[src/rtl/mux_rr_n.sv]
// ============================================================================
// mux_rr_n : N-channel valid/ready multiplexer, registered output,
//            manual select or round-robin arbitration.  Rev 1.0
// ============================================================================
`default_nettype none

module mux_rr_n #(
  parameter int WIDTH = 8,
  parameter int N     = 4,
  parameter int SELW  = 2
) (
  input  logic               clk,
  input  logic               rst,
  input  logic [N*WIDTH-1:0] in_data,
  input  logic [N-1:0]       in_valid,
  output logic [N-1:0]       in_ready,
  input  logic               mode,
  input  logic [SELW-1:0]    sel,
  output logic [WIDTH-1:0]   out_data,
  output logic               out_valid,
  input  logic               out_ready,
  output logic [SELW-1:0]    out_ch
);

  localparam int            NP    = 1 << SELW;
  localparam logic [SELW:0] N_EXT = (SELW+1)'(N);

  logic [SELW-1:0]  rr_ptr;
  logic [SELW-1:0]  ptr_next;
  logic [NP-1:0]    valid_pad;
  logic [WIDTH-1:0] ch_data [NP];
  logic             load;
  logic             grant_valid;
  logic [SELW-1:0]  grant;
  logic [SELW:0]    idx;

  // Pad to the full select range so any sel value indexes safely and never grants.
  generate
    for (genvar i = 0; i < NP; i++) begin : g_chan
      if (i < N) begin : g_real
        assign ch_data[i]   = in_data[i*WIDTH +: WIDTH];
        assign valid_pad[i] = in_valid[i];
      end else begin : g_pad
        assign ch_data[i]   = '0;
        assign valid_pad[i] = 1'b0;
      end
    end
  endgenerate

  assign load = !out_valid || out_ready;

  always_comb begin
    grant_valid = 1'b0;
    grant       = '0;
    idx         = '0;
    if (!mode) begin
      if (({1'b0, sel} < N_EXT) && valid_pad[sel]) begin
        grant_valid = 1'b1;
        grant       = sel;
      end
    end else begin
      // Scan from the farthest offset down so the one closest to rr_ptr wins.
      for (int k = N - 1; k >= 0; k--) begin
        idx = {1'b0, rr_ptr} + (SELW+1)'(k);
        if (idx >= N_EXT) idx = idx - N_EXT;
        if (valid_pad[idx[SELW-1:0]]) begin
          grant_valid = 1'b1;
          grant       = idx[SELW-1:0];
        end
      end
    end
  end

  generate
    for (genvar i = 0; i < N; i++) begin : g_ready
      assign in_ready[i] = !rst && load && grant_valid && (grant == SELW'(i));
    end
  endgenerate

  assign ptr_next = (grant == SELW'(N - 1)) ? '0 : grant + SELW'(1);

  always_ff @(posedge clk or posedge rst) begin
    if (rst) begin
      out_data  <= '0;
      out_valid <= 1'b0;
      out_ch    <= '0;
      rr_ptr    <= '0;
    end else if (load) begin
      if (grant_valid) begin
        out_data  <= ch_data[grant];
        out_ch    <= grant;
        out_valid <= 1'b1;
        if (mode) rr_ptr <= ptr_next;
      end else begin
        out_valid <= 1'b0;
      end
    end
  end

endmodule

`default_nettype wire

[config.mk]
export PLATFORM = sky130hd
export DESIGN_NAME = mux_rr_n
export DESIGN_NICKNAME = d
export VERILOG_FILES = /design/src/rtl/mux_rr_n.sv
export SDC_FILE = /design/constraint.sdc
export NUM_CORES = 1
export LEC_CHECK = 0
export CORE_ASPECT_RATIO = 1.1
export CORE_MARGIN = 8
export CORE_UTILIZATION = 41
export DETAILED_ROUTE_END_ITERATION = 12
export GPL_TIMING_DRIVEN = 0
export PLACE_DENSITY = 0.82
export SLEW_MARGIN = 30
export SYNTH_ARGS = -nofsm -noshare
export SYNTH_HDL_FRONTEND = slang
export SYNTH_SLANG_ARGS = --single-unit
[constraint.sdc]
create_clock -name clk -period 6.1 [get_ports clk]
set_input_delay 0.915 -clock clk [delete_from_list [all_inputs] [get_ports clk]]
set_output_delay 0.915 -clock clk [all_outputs]
set_load 0.01 [all_outputs]
==> results of run 1 <==
[metal layers]
layer / share of wire (%) / up-vias / track usage, %
met5: 0 / - / 0
met4: 1.3 / 0 / 6.13
met3: 4.4 / 4 / 3.76
met2: 55 / 29 / 29.3
met1: 39 / 523 / 15.8
li1: - / 535 / -
[how the worst max path moves through the flow]
stage	start	endpoint	slack, ps	cells past startpoint
finish	in_valid[1]	in_ready[3]	1750	9
global route	in_valid[1]	in_ready[3]	1600	9
CTS	in_valid[1]	in_ready[3]	1740	9
detailed placement	in_valid[3]	in_ready[3]	1760	9
global placement	sel[1]	in_ready[3]	1780	9
floorplan	sel[1]	in_ready[3]	2910	7
[layout by cell type (no fill, tap or decap), types with 3 or more instances in the layout]
cell,n
dfrtp_1,13
clkdlybuf4s50_1,56
mux2i_1,11
clkbuf_4,3
inv_1,5
a21oi_1,11
nand2_1,12
a211oi_1,15
nor2_1,14
[stage by stage]
step | hold WS, ps | instance area (um2) | utilization (%) | setup WS [ps]
floorplan | 560 | 1010 | - | 2910
global placement | 512 | 1610 | 66.3 | 1780
detailed placement | 526 | 1610 | 66.3 | 1760
CTS | 548 | 1630 | 67.4 | 1740
global route | 576 | 1630 | 67.4 | 1600
finish | 549 | 1630 | 67.4 | 1750
[registers in the layout, summed over array words and instances, names as in the netlist]
register	flops
out_data	8
out_ch	2
rr_ptr	2
out_valid	1
[logic make-up after synthesis]
logic type      after synthesis
fa+ha+maj                     1
mux                          13
simple gates                 38
compound gates               37
flops                        13
buf+inv                      11
[critical path, stage by stage]
cell	delay, ps
clkdlybuf4s50_1	540
mux2_2	320
nand3b_1	310
a21boi_4	320
clkinv_2	90
buf_6	150
ha_1	180
and2_1	130
clkdlybuf4s50_1	470
[power breakdown]
part | switching (mW) | internal [mW]
clock network | 0.0290 | 0.0254
registers | 0.0204 | 0.116
logic | 0.110 | 0.130
total | 0.160 | 0.271
[cell type report]
type	instances	area (um2)	share of cell area, %
Multi-Input combinational cell	89	611	37.4
Timing Repair Buffer	56	561	34.3
Sequential cell	13	325	19.9
Buffer	5	48.8	2.99
Tap cell	31	38.8	2.37
Clock buffer	4	26.3	1.61
Inverter	6	23.8	1.45
==> impl_summary.md, run 1 <==
Layout
The final cell count without fillers is 204. The filler cells instantiated in the layout total 222. The layout cell share with drive strength beyond 1 is 10.4%. The final layout contains 217 nets. Relative to the synthesized area, the layout overhead comes to 62.0%. 0 antenna diodes ended up in the layout.

Synth
In the post-synthesis netlist, the biggest area contributors are dfrtp_1 (32%), a211oi_1 (11%), mux2i_1 (11%). The number of different library cells used by synthesis comes to 33. The post-synthesis net count is 156.

The library cell with the highest instance count after synthesis is a211oi_1. After Yosys synthesis, XOR and XNOR cells account for 0% of the synthesized area. Counting flops with a built-in enable in the synthesized netlist gives 0. The combinational family with the most area after synthesis is compound AO/OA/AOI/OAI gates.

Of the total synthesized cell area, the portion taken by AND, OR, NAND and NOR gates is 17.5%. The adder-cell share of the synthesized area is 1.24%. Measured against the total synthesized area, the mux share comes to 13.2%.

Counting flops and latches in the post-synthesis netlist gives 13. The most used flip-flop cell after synthesis is dfrtp_1. After synthesis, the largest area contributor takes up 32.3% of total cell area. The gate count of the mapped netlist is 113. The share of flip-flops with an asynchronous set or reset after synthesis is 100%. The synthesized area is 1010 um2.

Of all cell types, the one taking the most synthesized area is dfrtp_1. A synthesized cell averages 8.92 um2. Yosys printed 0 warnings. The compound-gate portion of the synthesized area is 28.7%. The portion of the post-synthesis area used by sequential elements is 32.3%. In the synthesized netlist, the cells that appear most often are a211oi_1 (15), nor2_1 (14), dfrtp_1 (13).

Clock network
CTS built an H-tree with a depth of 1. The number of buffers inserted by hold repair at cts is 0. TritonCTS created 3 clock buffers. In this run the clock root is driven by a clkbuf_4. The number of clock sinks is 13. The clock-pin transition on the worst setup and hold timing paths is 80 ps. The clock reaches the later pin of the worst-skew pair after 280 ps. The clock tree from TritonCTS is yes. The number of buffers inserted by post-CTS setup repair is 0. The clock passes through at most 2 buffers.

The number of gates resized after CTS was 0.

Route
For this run, the detailed router's first-pass iteration total came to 4. The final routed DRC violation total is 0. In the final routed layout, each cell accounts on average for 16.0 um. Dividing the detail-routed via count by the number of cells gives 5.35. After the first detailed-routing iteration, the DRC count stood at 24.

The remaining antenna violation count after routing is 0. The total wire length after detailed routing is 3.27 mm. The routed via count is 1091.

STA
The minimum clock period after layout is 4350 ps. The max-slew violation count is 0. The final setup violation count is 0. The max-slew headroom at the worst pin is 62.5%.

The hold violation count in the final report came to 0. Setup repair after global routing left no endpoint under its margin. The measured slew at the worst slew-check pin is 560 ps. The clock skew is 0.706 ps.

The peak clock frequency supported by timing is 230 MHz. The post-route setup TNS is 0 ps. The fraction of the cycle the final worst path needs is 71.3%.

Worst setup path
In this run the worst path has a maximum fanout of 10. Data arrives at the worst endpoint at 3440 ps. The setup slack on the worst flop-to-flop path is 3830 ps. The required arrival time at the worst endpoint is 5180 ps. The startpoint of the lowest-slack register-to-register path is rr_ptr[1].

The critical path in this run is classified as in -> out. The critical path launch point type is an input pin. In this run the critical register-to-register path is captured at rr_ptr[1].

The endpoint class of the critical path is an output port. The number of cells on the worst reg-to-reg path is 8.

Floorplan
The die is 63.3 um wide. The number of ports placed on the die boundary is 57. The initial utilization of the core area, before any placement, comes to 41.6%. Measured along the y axis, the die boundary spans 68.0 um. The number of rows created at floorplan is 19. The floorplan step defined a core boundary enclosing 2420 um2. The die covers 4300 um2.

Power and ir drop
The power density of the placed cells is 264 nW/um2. The analysis attributes to cell leakage a power of 0.699 nW. The total power of the final layout is 0.431 mW. Across the VDD grid, the largest voltage drop is 191 uV.

Global routing
The largest net degree at the start of global routing is 14. The first-pass GRT wire length is 5.31 mm. The number of antenna violations at the first check in global routing came to 0.

Global routing finished with a remaining overflow of 0. The all-layer global routing usage is 15.2%. The via count of the first global-routing pass came to 1197.

Worst hold path
The origin of the worst min-delay path is out_ch[0]. The worst hold path stage count is 2. In this run the worst hold path is classified as reg -> reg. For hold timing, the worst endpoint is out_ch[0].

Place
The total half-perimeter wirelength after legalization and detailed placement is 2.67 mm. The number of placed instances with taps included is 200. The count of buffers added on input and output ports is 56. The congestion estimate from routability-driven global placement came to 0.756.

Run
The count of maximum capacitance violations is 0.

Status
The run finished with clean final reports.
(Power assumes the default switching activity.)
==> run 2: changes to the inputs <==
--- a/config.mk
+++ b/config.mk
@@ -7,10 +7,10 @@
 export LEC_CHECK = 0
 export CORE_ASPECT_RATIO = 1.1
 export CORE_MARGIN = 8
-export CORE_UTILIZATION = 41
+export CORE_UTILIZATION = 38
 export DETAILED_ROUTE_END_ITERATION = 12
 export GPL_TIMING_DRIVEN = 0
-export PLACE_DENSITY = 0.82
+export PLACE_DENSITY = 0.77
 export SLEW_MARGIN = 30
 export SYNTH_ARGS = -nofsm -noshare
 export SYNTH_HDL_FRONTEND = slang
==> constraint.sdc (replaced) <==
create_clock -name clk -period 4.24 [get_ports clk]
set_input_delay 0.636 -clock clk [delete_from_list [all_inputs] [get_ports clk]]
set_output_delay 0.636 -clock clk [all_outputs]
set_load 0.01 [all_outputs]
==> run 2 against run 1 <==
Clock-buffer cell count unchanged. Sequential share of layout area did not move. First-iteration DRC count increased by 13%. Register-to-register slack got worse by 1900 ps. Clock power is 37% higher. Die area increased by 5.9%. Utilization decreased by 2.5 points. Final area is the same. Setup slack lost 1300 ps. Critical path depth did not move. Worst hold slack better by 1.1 ps. Sequential power up 44%. Critical endpoint unchanged. Largest cell class unchanged.
==> impl_summary.md, run 2 (synthesis gave the netlist of run 1 again) <==
Status
The flow ran to the end, and the final reports show no timing, DRC or antenna violations.

STA
The clock period could shrink to 3790 ps. The fraction of the cycle the final worst path needs is 89.4%. The post-route setup TNS was 0 ps (unchanged).

The final setup violation count came to 0 (unchanged). The clock skew was 1.57 ps (+0.865 ps). The hold violation count in the final report was 0 (unchanged).

Setup repair after global routing left no endpoint under its margin. The max-slew headroom at the worst pin is 60.5% (-2.0 points). The final critical-path setup slack is 450 ps (-1300 ps).

The max-slew violation count was 0 (unchanged). The peak clock frequency supported by timing is 264 MHz. The measured slew at the worst slew-check pin is 590 ps (+30.3 ps).

Clock network
The number of buffers between clock root and the deepest sink was 2 (unchanged). The clock-pin transition on the worst setup and hold timing paths is 70 ps (about the same). The total clock buffers created by CTS is 3 (unchanged). The number of buffers inserted by post-CTS setup repair is 0 (unchanged). The number of resized instances in the post-cts repair step is 0 (unchanged). The number of buffers inserted by hold repair at cts was 0 (unchanged). The insertion delay of the later-clocked pin in the worst-skew pair is 270 ps (about the same). In this run the clock root is driven by a clkbuf_4.

The clock tree from TritonCTS is yes. The number of levels the H-tree was split into came to 1 (unchanged). The number of clock sinks is 13 (unchanged).

Layout
The top cell types in the final layout, fill and taps aside, are clkdlybuf4s50_1 (56), a211oi_1 (15), nor2_1 (14). The flip-flop count of the largest register, all copies and words added is 8 (unchanged). The footprint of the multi-input gates is 611 um2 (unchanged). The final instance area came to 1630 um2 (unchanged). The area taken by flip-flops and latches is 325 um2 (unchanged). The antenna diode count is 0 (unchanged). The number of nets in the finished design came to 217 (unchanged).

Counting flops per register, the top entry is out_data. The layout overhead on the synthesized area came to 62.0% (unchanged). The layout cell share with drive strength beyond 1 is 10.4% (unchanged). The number of inserted filler cells in the final layout came to 226 (+1.8%). In the final layout, the registers with the most flip-flops are out_data x8, out_ch x2, rr_ptr x2. The leading cell type in the layout, fill and taps excluded is clkdlybuf4s50_1.

Place
The total half-perimeter wirelength after legalization and detailed placement is 2.65 mm (-0.49%). The global placer's final weighted congestion came to 0.813 (+7.6%). The post-placement worst setup slack is 444 ps (-1310 ps). The area of placed instances came to 1610 um2 (unchanged).

The number of port buffers is 56 (unchanged).

Worst setup path
The startpoint of the lowest-slack register-to-register path is rr_ptr[1]. The total number of cells along the worst setup path is 9 (unchanged). The longest individual stage delay on the worst path is 530 ps (about the same).

The sum of buffers and inverters on the critical path is 4 (unchanged). The endpoint arrival time on the critical path is 3150 ps (-290 ps). In this run the worst setup path terminates at in_ready[3]. The setup slack on the worst flop-to-flop path is 1980 ps (-1850 ps). The critical path launch point type is an input pin.

The cell family contributing the most delay on the critical path is buffers and inverters. The required arrival time at the worst endpoint is 3600 ps (-1580 ps). The cell type of the slowest stage on the worst timing path is clkdlybuf4s50_1. The endpoint class of the critical path is an output port. The maximum net fanout on the critical path came to 10 (unchanged).

The type of the worst setup path is in -> out. The critical path goes through clkdlybuf4s50_1 -> mux2_2 -> nand3b_1 -> a21boi_4 -> clkinv_2 -> buf_6 -> ha_1 -> and2_1 -> clkdlybuf4s50_1. The worst reg-to-reg path cell count came to 8 (unchanged). The reg-to-reg critical path endpoint is rr_ptr[1]. The cell that appears most often on the critical path is clkdlybuf4s50_1. The worst setup path startpoint is in_valid[1].

Power and ir drop
The combinational share of power is 56.0% (+0.3 points). The largest voltage drop on the vdd net is 261 uV (+36%). The register share of total power is 31.9% (+0.2 points).

The internal power contribution is 0.390 mW (+44%). The power density of the placed cells is 377 nW/um2 (+43%). The part of the total power dissipated in the clock network came to 12.1% (-0.5 points). The leakage power total came to 0.699 nW (unchanged). The switching power summed over all nets is 0.226 mW (+41%). The fraction of power spent switching nets is 36.7% (-0.39 points).

Route
The average routed wire per standard cell was 15.6 um (-2.8%). The total wire length after detailed routing is 3.18 mm (-2.8%). The detailed-router iteration count before antenna repair is 4 (unchanged). The remaining antenna violation count after routing is 0 (unchanged). The number of violations reported at the end of detailed-routing iteration 0 is 27 (+13%). The via density per instance came to 5.25 (-1.9%). The final routed DRC violation total came to 0 (unchanged). The routed via count came to 1070 (-1.9%).

Floorplan
The core outline area is 2520 um2 (+3.9%). The die height was 70.0 um (+3.0%). The overall die area was 4560 um2 (+5.9%). The number of ports placed on the die boundary is 57 (unchanged). The width of the chip came to 65.1 um (+2.9%).

The starting density of the core is 40.0% (-1.6 points). The number of rows created at floorplan is 19 (unchanged).

Global routing
The number of antenna violations at the first check in global routing is 0 (unchanged). The first-pass GRT wire length came to 5.25 mm (-1.2%). The remaining global-route overflow is 0 (unchanged). The all-layer global routing usage is 14.0% (-1.2 points).

The via count of the first global-routing pass was 1162 (-2.9%). The largest net degree at the start of global routing is 14 (unchanged).

Worst hold path
The path class of the tightest hold or removal check is reg -> reg. The worst hold path stage count is 2 (unchanged).

Run
The count of maximum capacitance violations is 0 (unchanged).
[run 2: cell counts in the layout (fill, tap and decap cells not counted)]
Identical to the previous run, type by type.
[run 2: power by group through the flow]
stage	Clock (mW)	Combinational [mW]	Sequential, mW
6_report	0.0743	0.345	0.196
2_1_floorplan	0	0.176	0.212
3_5_place_dp	0	0.349	0.198
5_1_grt	0.0845	0.373	0.202
3_3_place_gp	0	0.340	0.197
4_1_cts	0.0749	0.350	0.196
[run 2: stage by stage]
| stage | utilization, % | power, mW | cells | hold slack (ps) |
|---|---|---|---|---|
| after global routing | 64.8 | 0.660 | 204 | 580 |
| after floorplan | - | 0.387 | 113 | 513 |
| after detailed placement | 63.8 | 0.547 | 200 | 540 |
| after CTS | 64.8 | 0.621 | 204 | 552 |
| after global placement | 63.8 | 0.537 | 200 | 512 |
| final | 64.8 | 0.616 | 204 | 550 |
[run 2: area by class of cell]
class,instances,area share [%]
inverter,6,1.45
clock buffer,4,1.61
buffer,5,2.99
multi-input combinational,89,37.4
tap,31,2.37
sequential,13,19.9
timing repair buffer,56,34.3
[run 2: worst min path at each step]
stage / slack, ps / endpoint / startpoint
floorplan: 510 / out_ch[0] / rst
global placement: 510 / out_ch[0] / out_ch[0]
detailed placement: 540 / out_ch[1] / out_ch[1]
CTS: 550 / out_ch[1] / out_ch[1]
global route: 580 / out_ch[1] / out_ch[1]
finish: 550 / out_ch[1] / out_ch[1]
[run 2: worst min-delay path, delay by kind of cell (launching register included)]
kind | cells | cell delay [ps]
DFF | 1 | 380
buffers and inverters | 1 | 50
AOI/OAI and AO/OA | 1 | 80
[run 2: layer usage]
metal  GRT usage [%]  share of wire [%]  vias to the layer above
li1                -                  -                      533
met3            1.44                5.4                        4
met1            15.1                 39                      498
met5               0                  0                        -
met4            6.07                1.9                        0
met2            26.1                 54                       35
==> RTL edit 1, RTL diff (settings of run 1) <==
The parameter `N` goes from 4 to 8.
--- a/src/rtl/mux_rr_n.sv
+++ b/src/rtl/mux_rr_n.sv
@@ -7,5 +7,5 @@
 module mux_rr_n #(
   parameter int WIDTH = 8,
-  parameter int N     = 4,
+  parameter int N     = 8,
   parameter int SELW  = 2
 ) (
Ports: changed (resized in_data, in_ready and in_valid); port bits go from 57 to 97. No check against the original RTL was run, so the function may have changed too.
==> RTL edit 1 against run 1 <==
  * Global-route usage fell by 0.59 points
  * Synthesized cell count grew 22%
  * Cell count is 14% higher
  * Routed wire length is 22% higher
  * Synthesized area rose by 27%
  * Register-to-register slack lost 0.06 ns
  * Critical path depth is 4 higher
  * Power up 5.5%
  * Cell area up 17%
  * First-iteration DRC count grew to 5.2 times the old value
  * Sequential cell count is the same
  * Combinational power grew 14%
  * Clock skew is 0.0018 ns higher
  * Setup slack got worse by 0.52 ns
==> RTL edit 1: results (changes against run 1) <==
* Syn Nets at 220 (+41%)
* Total global-route track usage at 14.6% (-0.59 points)
* Via count at 1296 (+19%)
* Worst vdd ir at 0.000164 V (-14%)
* Reg2Reg Setup Slack at 3.77 ns (-0.06 ns)
* Min-Delay Endpoint: out_ch[1]$_DFFE_PP0P_
* Top area cells in the synthesized netlist: dfrtp_1 25%, mux2_2 7.0%, mux2i_1 6.2%
* Slowest Stage Delay on Critical Path at 0.50 ns (-0.04 ns)
* Setup crit end: in_ready[4]
* Top FF cell, synth: dfrtp_1
* DR pass1 iterations at 4 (unchanged)
* HPWL Detailed at 3.14 mm (+18%)
* Worst r2r src: rr_ptr[0]$_DFFE_PP0P_
* H-tree depth at 1 (unchanged)
* CTS Buffer Depth at 2 (unchanged)
* Leakage at 0.779 nW (+11%)
* Min-Delay Path Depth at 1 (-1)
* Crit path DAT at 3.96 ns (+0.52 ns)
* RR Endpoint: out_data[1]$_DFFE_PP0P_
* # fillers at 241 (+8.6%)
* Post-CTS Resized at 0 (unchanged)
* Netlist cell types at 37 (+12%)
* Most instantiated cells after synthesis: 13 x dfrtp_1, 13 x nor3_1, 9 x a21oi_1
* Post-synthesis xor/xnor area fraction at 0% (unchanged)
* Vias in the first global route at 1378 (+15%)
* Final Wtd Congestion at 0.777 (+2.8%)
* Status: finished clean
* Routed Wire Length at 3.99 mm (+22%)
* Slew @ Worst Pin at 0.708 ns (+0.147 ns)
* R2r worst-path depth at 9 (+1)
* Global-route wire length before repair at 6.40 mm (+21%)
* Mux cell area share after synthesis at 15.0% (+1.9 points)
* Synthesized-area fraction occupied by adder cells at 3.90% (+2.7 points)
* Post-synthesis sequential area ratio at 25.3% (-6.9 points)
* Fraction of layout cells with a size suffix above 1 at 16.7% (+6.3 points)
* Post-DP Area at 1890 sq um (+17%)
* Clock Skew at 0.00248 ns (+0.00178 ns)
* Worst setup path start: in_valid[1]
* CP Max Fanout at 11 (+1)
* Synth Area in Compound Gates at 20.8% (-7.9 points)
* Largest net degree at the start of global routing at 18 (+4)
* Iter 0 DRT Violations at 124 (+420%)
* Nets at 281 (+29%)
* Top delay family on crit path: buffers and inverters
* Hold Crit Start: out_ch[1]$_DFFE_PP0P_
[RTL edit 1: cell count changes after synthesis, moves of 5 or more]
cell,delta
nor3_1,+11
nor2_1,-7
nand2b_1,+5
a211oi_1,-15
mux2_2,+6
a221oi_1,+8
[RTL edit 1: logic make-up (layout without fill, tap and decap cells)]
| family | after synthesis | after routing |
|---|---|---|
| adders and majority gates | 4 | 4 |
| and+or+nand+nor | 49 | 49 |
| AOI/OAI and AO/OA | 34 | 34 |
| muxes | 17 | 17 |
| DFF | 13 | 13 |
| buffers and inverters | 21 | 81 |
[RTL edit 1: layer usage]
layer | wire length (microns) | track usage [%] | vias up
li1 | - | - | 627
met1 | 1600 | 15.7 | 601
met2 | 1950 | 26.5 | 62
met3 | 388 | 5.01 | 6
met4 | 48 | 4.78 | 0
met5 | 0 | 0 | -
[RTL edit 1: per-stage QoR]
stage / hold WS (ns) / setup WS, ns / util (%) / std cells
after floorplan: 0.518 / 2.35 / - / 138
after global placement: 0.458 / 1.29 / 62.4 / 228
after detailed placement: 0.469 / 1.23 / 62.4 / 228
after CTS: 0.488 / 1.21 / 63.3 / 232
after global routing: 0.501 / 1.13 / 63.3 / 232
final: 0.480 / 1.23 / 63.3 / 232
[RTL edit 1: layout make-up]
| cell class | count | area share, % |
|---|---|---|
| inverters | 7 | 1.37 |
| well taps | 34 | 2.22 |
| repair buffers | 56 | 29.3 |
| plain buffers | 14 | 7.00 |
| clock buffers | 4 | 1.37 |
| flip-flops and latches | 13 | 17.0 |
| multi-input cells | 104 | 41.7 |
[RTL edit 1: power breakdown]
group | total (W) | switching (W) | internal, W
Clock | 0.0000540 | 0.0000287 | 0.0000254
Sequential | 0.000127 | 0.0000157 | 0.000112
Combinational | 0.000273 | 0.000123 | 0.000150
==> RTL edit 2, RTL diff (config.mk and constraints of run 1) <==
Made on the original files. Register the input `mode` before use. The logic sees it one clock later. The other inputs are not delayed to match.
--- a/src/rtl/mux_rr_n.sv
+++ b/src/rtl/mux_rr_n.sv
@@ -25,4 +25,10 @@
   localparam int            NP    = 1 << SELW;
   localparam logic [SELW:0] N_EXT = (SELW+1)'(N);
+
+  logic mode_q;
+
+  always_ff @(posedge clk) begin
+    mode_q <= mode;
+  end
 
   logic [SELW-1:0]  rr_ptr;
@@ -54,5 +60,5 @@
     grant       = '0;
     idx         = '0;
-    if (!mode) begin
+    if (!mode_q) begin
       if (({1'b0, sel} < N_EXT) && valid_pad[sel]) begin
         grant_valid = 1'b1;
@@ -91,5 +97,5 @@
         out_ch    <= grant;
         out_valid <= 1'b1;
-        if (mode) rr_ptr <= ptr_next;
+        if (mode_q) rr_ptr <= ptr_next;
       end else begin
         out_valid <= 1'b0;
Formal check against the unedited RTL: not equivalent (a bounded check fails within 4 cycles, from zero or initial values and one cycle with rst high).
==> RTL edit 2 against run 1 <==
  * Setup slack gained 0.12 ns
  * Cell area is the same
  * Core utilization grew 4.4 points
  * Synthesized area shrank 0.87%
  * Sequential cell count grew 1
  * First-iteration DRC count grew 75%
  * Synthesized cell count shrank 9.7%
  * Power shrank 5.0%
  * Via count shrank 4.5%
  * Hold slack lost 0.031 ns
  * Cell count shrank 5.9%
  * Routed wire length grew 1.4%
  * Non-clock buffer count shrank 1
  * Critical path type unchanged
  * Largest power group unchanged
  * Highest routed layer unchanged
==> RTL edit 2: results (changes against run 1) <==
* Total global-route track usage at 16.1% (+0.90 points)
* Port Buf Inserts at 56 (unchanged)
* Worst setup path start: in_valid[2]
* Post-DP Area at 1600 sq um (-0.62%)
* CTS root buffer: clkbuf_4
* Final Wtd Congestion at 0.778 (+2.9%)
* Post-CTS Setup Inserts at 0 (unchanged)
* Slowest cell on crit path: clkdlybuf4s50_1
* Post-synthesis async set-or-reset flop share at 92.9% (-7.1 points)
* Fraction of layout cells with a size suffix above 1 at 17.3% (+6.9 points)
* Vias in the first global route at 1123 (-6.2%)
* N_diodes at 0 (unchanged)
* Biggest regs: out_data x8, out_ch x2, rr_ptr x2
* H-tree depth at 1 (unchanged)
* Status: finished clean
* Max-slew headroom at 63.0% (+0.45 points)
* Most instantiated cells after synthesis: 13 x dfrtp_1, 12 x mux2i_1, 11 x nor2_1
* Worst vdd ir at 0.000162 V (-15%)
* Nets at 206 (-5.1%)
* Post-synthesis sequential area ratio at 34.5% (+2.3 points)
* Largest net degree at the start of global routing at 15 (+1)
* Worst hold path type: register to register
* Crit path DAT at 3.31 ns (-0.13 ns)
* Drt drc at 0 (unchanged)
* Clk slew on worst S/H paths at 0.09 ns
* Hold Crit Start: out_ch[0]$_DFFE_PP0P_
* Iter 0 DRT Violations at 42 (+75%)
* Power Dens Cells at 250 nW/um^2 (-5.0%)
* Slowest Stage Delay on Critical Path at 0.58 ns (+0.04 ns)
* Netlist cell types at 29 (-12%)
* CTS Buffer Depth at 2 (unchanged)
* Routed Wire Length at 3.32 mm (+1.4%)
* Pre-CTS WS at 1.85 ns (+0.0966 ns)
* CTS Buf Count at 3 (unchanged)
* Antenna violations before repair at 0 (unchanged)
* CP Max Fanout at 10 (unchanged)
* Clock Skew at 0.00136 ns (+0.000653 ns)
* # fillers at 172 (-23%)
* Top area cells in the synthesized netlist: dfrtp_1 33%, mux2i_1 12%, a2111oi_2 12%
* Worst r2r src: rr_ptr[1]$_DFFE_PP0P_
* Vias/cell at 5.43 (+1.5%)
* Global-route wire length before repair at 5.57 mm (+4.8%)
* Syn Nets at 145 (-7.1%)
* Warnings, synthesis at 0 (unchanged)
* Worst skew pair latency at 0.28 ns (about the same)
* Leakage at 0.663 nW (-5.1%)
RTL edit 2: changes by cell type in the layout (fill, tap and decap cells not counted), moves of 6 or more:
cell | run 1 | this run
a211oi_1 | 15 | 8
a21oi_1 | 11 | 3
nand2_1 | 12 | 6
a2111oi_2 | 0 | 8
and2_4 | 0 | 8
RTL edit 2: logic make-up (layout without fill, tap and decap cells):
| kind of cell | count (synthesis) | count (layout) | share of synthesized area [%] |
|---|---|---|---|
| simple gates | 40 | 40 | 22.7 |
| compound gates | 26 | 26 | 24.4 |
| flops | 14 | 14 | 34.5 |
| mux | 13 | 13 | 13.1 |
| buf+inv | 8 | 68 | 4.01 |
| fa+ha+maj | 1 | 1 | 1.25 |
RTL edit 2: per-stage QoR:
step | power, W | cells
3_5_place_dp | 0.000342 | 188
3_3_place_gp | 0.000337 | 188
6_report | 0.000409 | 192
4_1_cts | 0.000412 | 192
2_1_floorplan | 0.000242 | 102
5_1_grt | 0.000438 | 192
RTL edit 2: report_power, final:
part | internal (W) | switching (W)
registers | 0.000119 | 0.0000171
clock network | 0.0000363 | 0.0000329
logic | 0.000111 | 0.0000927
total | 0.000266 | 0.000143
RTL edit 2: worst paths after layout:
path / endpoint / slack (ns) / depth (start not counted)
min in group asynchronous: out_ch[1]$_DFFE_PP0P_ / 1.07 / 2
hold / removal: out_ch[0]$_DFFE_PP0P_ / 0.52 / 1
setup reg to reg: rr_ptr[1]$_DFFE_PP0P_ / 4.00 / 7
setup / recovery: in_ready[0] / 1.87 / 9
max in group asynchronous: rr_ptr[1]$_DFFE_PP0P_ / 4.67 / 2
hold reg to reg: out_ch[0]$_DFFE_PP0P_ / 0.52 / 1
RTL edit 2: per-layer routing:
layer / routed length [microns] / vias up / global-route usage (%)
met2: 1800 / 35 / 30.3
li1: - / 501 / -
met5: 0 / - / 0
met3: 149 / 6 / 3.48
met4: 61 / 0 / 6.27
met1: 1300 / 500 / 17.4
RTL edit 2: final cells by class:
class	instances	share of cell area [%]
inverter	4	0.919
timing repair buffer	56	34.3
clock buffer	4	2.22
buffer	4	1.53
sequential	14	21.1
tap	30	2.30
multi-input combinational	80	37.6
RTL edit 2: critical path: cells and delay by family:
family                 cells  cell delay (ns)
buffers and inverters      4             1.62
AO/OA/AOI/OAI              2             0.36
AND/OR/NAND/NOR            3             0.42
